===== config.mk =====
export PLATFORM = sky130hd
export DESIGN_NAME = norm_collector
export DESIGN_NICKNAME = d
export VERILOG_FILES = /design/src/rtl/norm_collector.sv
export SDC_FILE = /design/constraint.sdc
export NUM_CORES = 1
export LEC_CHECK = 0
export BUFFER_PORTS_ARGS = -buffer_cell sky130_fd_sc_hd__buf_2
export CORE_UTILIZATION = 40
export CTS_BUF_LIST = sky130_fd_sc_hd__clkbuf_8 sky130_fd_sc_hd__clkbuf_16
export CTS_CLUSTER_SIZE = 25
export DETAILED_ROUTE_END_ITERATION = 7
export PLACE_DENSITY = 0.54
export SKIP_CTS_REPAIR_TIMING = 1
export SYNTH_ARGS = -nofsm -noshare
export SYNTH_HDL_FRONTEND = slang
export SYNTH_SLANG_ARGS = --single-unit

===== constraint.sdc =====
create_clock -name clk -period 10.22 [get_ports clk]
set_input_delay 2.044 -clock clk [delete_from_list [all_inputs] [get_ports clk]]
set_output_delay 2.044 -clock clk [all_outputs]
set_load 0.005 [all_outputs]

===== src/rtl/norm_collector.sv =====
// Reassembles the normalizer's two serial lanes into saturated row vectors.
// Completed row pairs are queued in a small FWFT FIFO for the SRAM writer.
module norm_collector #(
    parameter int W_IN   = 16,
    parameter int COL    = 8,
    parameter int W_OUT  = 8,
    parameter int DEPTH  = 4,
    parameter int ADDR_W = 8
) (
    input  logic                      clk,
    input  logic                      reset,
    input  logic                      in_valid,
    input  logic [W_IN-1:0]           in_data_1,
    input  logic [W_IN-1:0]           in_data_2,
    output logic                      out_valid,
    input  logic                      out_ready,
    output logic [COL*W_OUT-1:0]      out_row_1,
    output logic [COL*W_OUT-1:0]      out_row_2,
    output logic [ADDR_W-1:0]         out_addr,
    output logic [$clog2(DEPTH):0]    occupancy,
    output logic                      overflow
);

    localparam int IDX_W = $clog2(COL);
    localparam int PTR_W = $clog2(DEPTH);
    localparam int OCC_W = PTR_W + 1;
    localparam int ROW_W = COL * W_OUT;

    localparam logic [W_IN-1:0]  SAT_MAX  = {W_IN{1'b1}} >> (W_IN - W_OUT);
    localparam logic [IDX_W-1:0] LAST_IDX = IDX_W'(COL - 1);
    localparam logic [OCC_W-1:0] FULL_OCC = OCC_W'(DEPTH);

    function automatic logic [W_OUT-1:0] saturate(input logic [W_IN-1:0] x);
        return (x > SAT_MAX) ? {W_OUT{1'b1}} : x[W_OUT-1:0];
    endfunction

    logic [IDX_W-1:0]  idx_q, idx_d;
    logic [W_OUT-1:0]  asm_1_q [COL];
    logic [W_OUT-1:0]  asm_1_d [COL];
    logic [W_OUT-1:0]  asm_2_q [COL];
    logic [W_OUT-1:0]  asm_2_d [COL];
    logic [ROW_W-1:0]  mem_1_q [DEPTH];
    logic [ROW_W-1:0]  mem_1_d [DEPTH];
    logic [ROW_W-1:0]  mem_2_q [DEPTH];
    logic [ROW_W-1:0]  mem_2_d [DEPTH];
    logic [PTR_W-1:0]  wr_ptr_q, wr_ptr_d;
    logic [PTR_W-1:0]  rd_ptr_q, rd_ptr_d;
    logic [OCC_W-1:0]  occ_q, occ_d;
    logic [ADDR_W-1:0] addr_q, addr_d;
    logic              ovf_q, ovf_d;

    logic [W_OUT-1:0]  sat_1, sat_2;
    logic [ROW_W-1:0]  push_row_1, push_row_2;
    logic              pop, complete, push;

    // The completing element goes straight into the pushed row; its asm slot is never read.
    always_comb begin
        sat_1 = saturate(in_data_1);
        sat_2 = saturate(in_data_2);
        push_row_1 = '0;
        push_row_2 = '0;
        for (int k = 0; k < COL; k++) begin
            push_row_1[k*W_OUT +: W_OUT] = (k == COL - 1) ? sat_1 : asm_1_q[k];
            push_row_2[k*W_OUT +: W_OUT] = (k == COL - 1) ? sat_2 : asm_2_q[k];
        end
    end

    // A pop on the completing edge frees the slot, so a full FIFO can still accept.
    assign pop      = (occ_q != '0) && out_ready;
    assign complete = in_valid && (idx_q == LAST_IDX);
    assign push     = complete && ((occ_q != FULL_OCC) || pop);

    always_comb begin
        // NOTE: every output of this block gets a default first, so no path leaves it unassigned and no latch is inferred.
        idx_d    = idx_q;
        asm_1_d  = asm_1_q;
        asm_2_d  = asm_2_q;
        mem_1_d  = mem_1_q;
        mem_2_d  = mem_2_q;
        wr_ptr_d = wr_ptr_q;
        rd_ptr_d = rd_ptr_q;
        addr_d   = addr_q;
        ovf_d    = ovf_q;

        if (in_valid) begin
            asm_1_d[idx_q] = sat_1;
            asm_2_d[idx_q] = sat_2;
            idx_d          = idx_q + IDX_W'(1);
        end

        if (push) begin
            mem_1_d[wr_ptr_q] = push_row_1;
            mem_2_d[wr_ptr_q] = push_row_2;
            wr_ptr_d          = wr_ptr_q + PTR_W'(1);
        end

        if (pop) begin
            rd_ptr_d = rd_ptr_q + PTR_W'(1);
            addr_d   = addr_q + ADDR_W'(1);
        end

        occ_d = occ_q + OCC_W'(push) - OCC_W'(pop);

        if (complete && !push) begin
            ovf_d = 1'b1;
        end
    end

    // NOTE: state flops use non-blocking assignments so every flop samples pre-edge values.
    always_ff @(posedge clk) begin
        if (reset) begin
            idx_q    <= '0;
            asm_1_q  <= '{default: '0};
            asm_2_q  <= '{default: '0};
            wr_ptr_q <= '0;
            rd_ptr_q <= '0;
            occ_q    <= '0;
            addr_q   <= '0;
            ovf_q    <= 1'b0;
        end else begin
            idx_q    <= idx_d;
            asm_1_q  <= asm_1_d;
            asm_2_q  <= asm_2_d;
            wr_ptr_q <= wr_ptr_d;
            rd_ptr_q <= rd_ptr_d;
            occ_q    <= occ_d;
            addr_q   <= addr_d;
            ovf_q    <= ovf_d;
        end
    end

    // NOTE: FIFO storage is not reset; the head is masked to 0 while empty, so stale contents never leak out.
    always_ff @(posedge clk) begin
        mem_1_q <= mem_1_d;
        mem_2_q <= mem_2_d;
    end

    assign out_valid = (occ_q != '0);
    assign out_row_1 = out_valid ? mem_1_q[rd_ptr_q] : '0;
    assign out_row_2 = out_valid ? mem_2_q[rd_ptr_q] : '0;
    assign out_addr  = addr_q;
    assign occupancy = occ_q;
    assign overflow  = ovf_q;

endmodule


==> reports/results.txt <==
Syn Inst Count: 1338
Critical Path Source Type: flop
Routed Antenna Nets: 0
CTS root buffer: clkbuf_16
outcome: completed
DP HPWL: 30700 um
initial antenna violation count: 2
Reg clk slew, reported paths: 0.06 ns
MaxCap Viol Count: 0
final wirelength: 54100 um
Slew HR: 0.243
CTS Sinks: 643
IO Pins: 177
clk buf depth: 3
diode count: 0
Final Non-Filler Cells: 2346
Worst EP required: 8.18 ns
routed vias/inst: 5.23
Synth Net Count: 1384
TNS Setup: 0 ns
Final Max Slew Viols: 0
first-pass GRT wire length: 81200 um
vias in the first global route: 12600
synthesis-stage register bit count: 643
dpl ws: 4.89 ns
largest net degree at the start of global routing: 81
switching share of power: 0.253
part of the cycle the worst path needs: 0.564
arrival time worst endpoint: 3.72 ns
IO buf count: 176
Internal Power: 4830 uW
crit-path max FO: 44
clk_skew: 0.0187 ns
commonest register cell after synthesis: edfxtp_1
power per cell area: 228 mW/mm^2
CTS buffer count: 66
NetSw: 1630 uW
Final Hold Viols: 0
unrepaired setup endpoints after global routing: no
crit path capture type: primary output
CTS H-tree lvls: 3
min Tclk post-route: 5.76 ns
Hold Path Class: flop to flop
share of power burned in registers: 0.452
final setup fails: 0
Max VDD drop: 107 uV
DRC viols: 0
CTS tree: built
Clk Latency, worst-skew pair: 0.58 ns
FP Rows: 90
Nets: 1559
share of cells above drive strength 1: 0.297
core area: 0.0602 mm^2
Pwr Total: 6460 uW
synthesized cell area: 0.0244 mm^2
final core occ: 0.470
starting density of the core: 0.405
FMAX: 174 MHz
most frequent cells in the layout: edfxtp_1 (512), buf_2 (175), and2_1 (129), dfxtp_1 (129), mux4_2 (128)
routed via count: 12300
sequential area share after synthesis: 0.738
count of cell types in the netlist: 41
DR WL/cell: 23.1 um
Leak: 0.00996 uW
kind of critical path: flop to primary output
synth warn: 0
Total GRT Usage: 0.177
setup ws final: 4.46 ns
routability cong.: 0.709
P&R area growth vs syn: 16.1%
DRT Pass-1 Iters: 5
Post-Place Cells: 2227
die area: 0.0619 mm^2
DRT iter0 DRCs: 834
Post-synth EDFFs: 512
gr ovfl total: 0
most common cell after layout, fill and taps aside: edfxtp_1
Logic pwr share: 0.173
die height: 249 um
Clk network pwr share: 0.376
DIE WIDTH: 249 um
Worst Max-Slew Pin Slew: 1.14 ns
Post-Syn Area per Cell: 18.2 um^2
asr flop ratio synth: 0
==> per-stage QoR <==
stage | hold WS [ns] | instance area, um^2
final | 0.496 | 28300
after global routing | 0.513 | 28300
after CTS | 0.503 | 28300
after detailed placement | 0.483 | 26100
after global placement | 0.474 | 26100
after floorplan | 0.460 | 24400
==> cell families after synthesis <==
group / Yosys count / synth area share
DFF: 643 / 0.738
buffers and inverters: 114 / 0.0203
AOI/OAI and AO/OA: 128 / 0.0400
muxes: 132 / 0.120
xor gates and xnor gates: 6 / 0.00216
adders and majority gates: 10 / 0.00544
and+or+nand+nor: 305 / 0.0736
==> area by class of cell <==
cell class | instances | area (um^2)
tap | 782 | 978
timing repair buffer | 198 | 1050
sequential | 643 | 18000
clock inverter | 44 | 392
clock buffer | 75 | 1830
fill | 5104 | 31900
inverter | 23 | 88.8
multi-input combinational | 581 | 5950
==> cells in the mapped netlist, drive strengths merged (3+ instances only) <==
cell      n  share of area
edfxtp  512           0.63
dfxtp   131           0.11
and2    130          0.033
mux4    128           0.12
nor2    125          0.019
a211oi  112          0.036
clkbuf   46         0.0071
buf      45         0.0097
inv      23         0.0035
nor3     18          0.011
ha        9         0.0046
a21oi     7         0.0014
nand3     6         0.0012
or4       6         0.0020
xor2      5         0.0018
and3      4         0.0010
o21ai     4        0.00082
and4b     3         0.0012
mux2i     3         0.0012
nor4bb    3         0.0012
o31ai     3         0.0011
==> worst max-delay path, stage by stage, from the launching register on <==
cell and delay, ns:
dfxtp_4 0.67, buf_4 0.59, buf_4 0.81, mux4_2 0.60, and2_1 0.20, buf_2 0.13
==> sequential cells by signal, summed over array words and instances (netlist names) <==
register	count
rd_ptr_q	2
idx_q	3
occupancy	3
asm_2_q	56
out_addr	8
overflow	1
asm_1_q	56
wr_ptr_q	2
mem_2_q	256
mem_1_q	256
==> worst paths after layout <==
| kind | from | to | slack (ns) | cells past startpoint |
|---|---|---|---|---|
| min reg2reg | asm_1_q[36]$_SDFFE_PP0P_ | mem_1_q[92]$_DFFE_PP_ | 0.50 | 0 |
| max reg2reg | idx_q[0]$_SDFFE_PP0P_ | mem_2_q[218]$_DFFE_PP_ | 6.30 | 6 |
| max | rd_ptr_q[0]$_SDFFE_PP0P_ | out_row_2[47] | 4.46 | 5 |
| min | asm_1_q[36]$_SDFFE_PP0P_ | mem_1_q[92]$_DFFE_PP_ | 0.50 | 0 |
==> power by group through the flow <==
stage / Sequential (uW) / Clock, uW / Combinational (uW)
after global placement: 2970 / 0 / 1150
after floorplan: 2920 / 0 / 745
final: 2920 / 2430 / 1110
after global routing: 2930 / 2580 / 1230
after CTS: 2920 / 2490 / 1160
after detailed placement: 2980 / 0 / 1160
==> per-layer routing <==
metal  track usage  vias up  wire, um
li1              -     5583         -
met4        0.0513        0       877
met2         0.293      311     26800
met3        0.0284       63      2370
met5             0        -         0
met1         0.243     6322     24100
Power figures use the tool's default switching activity.
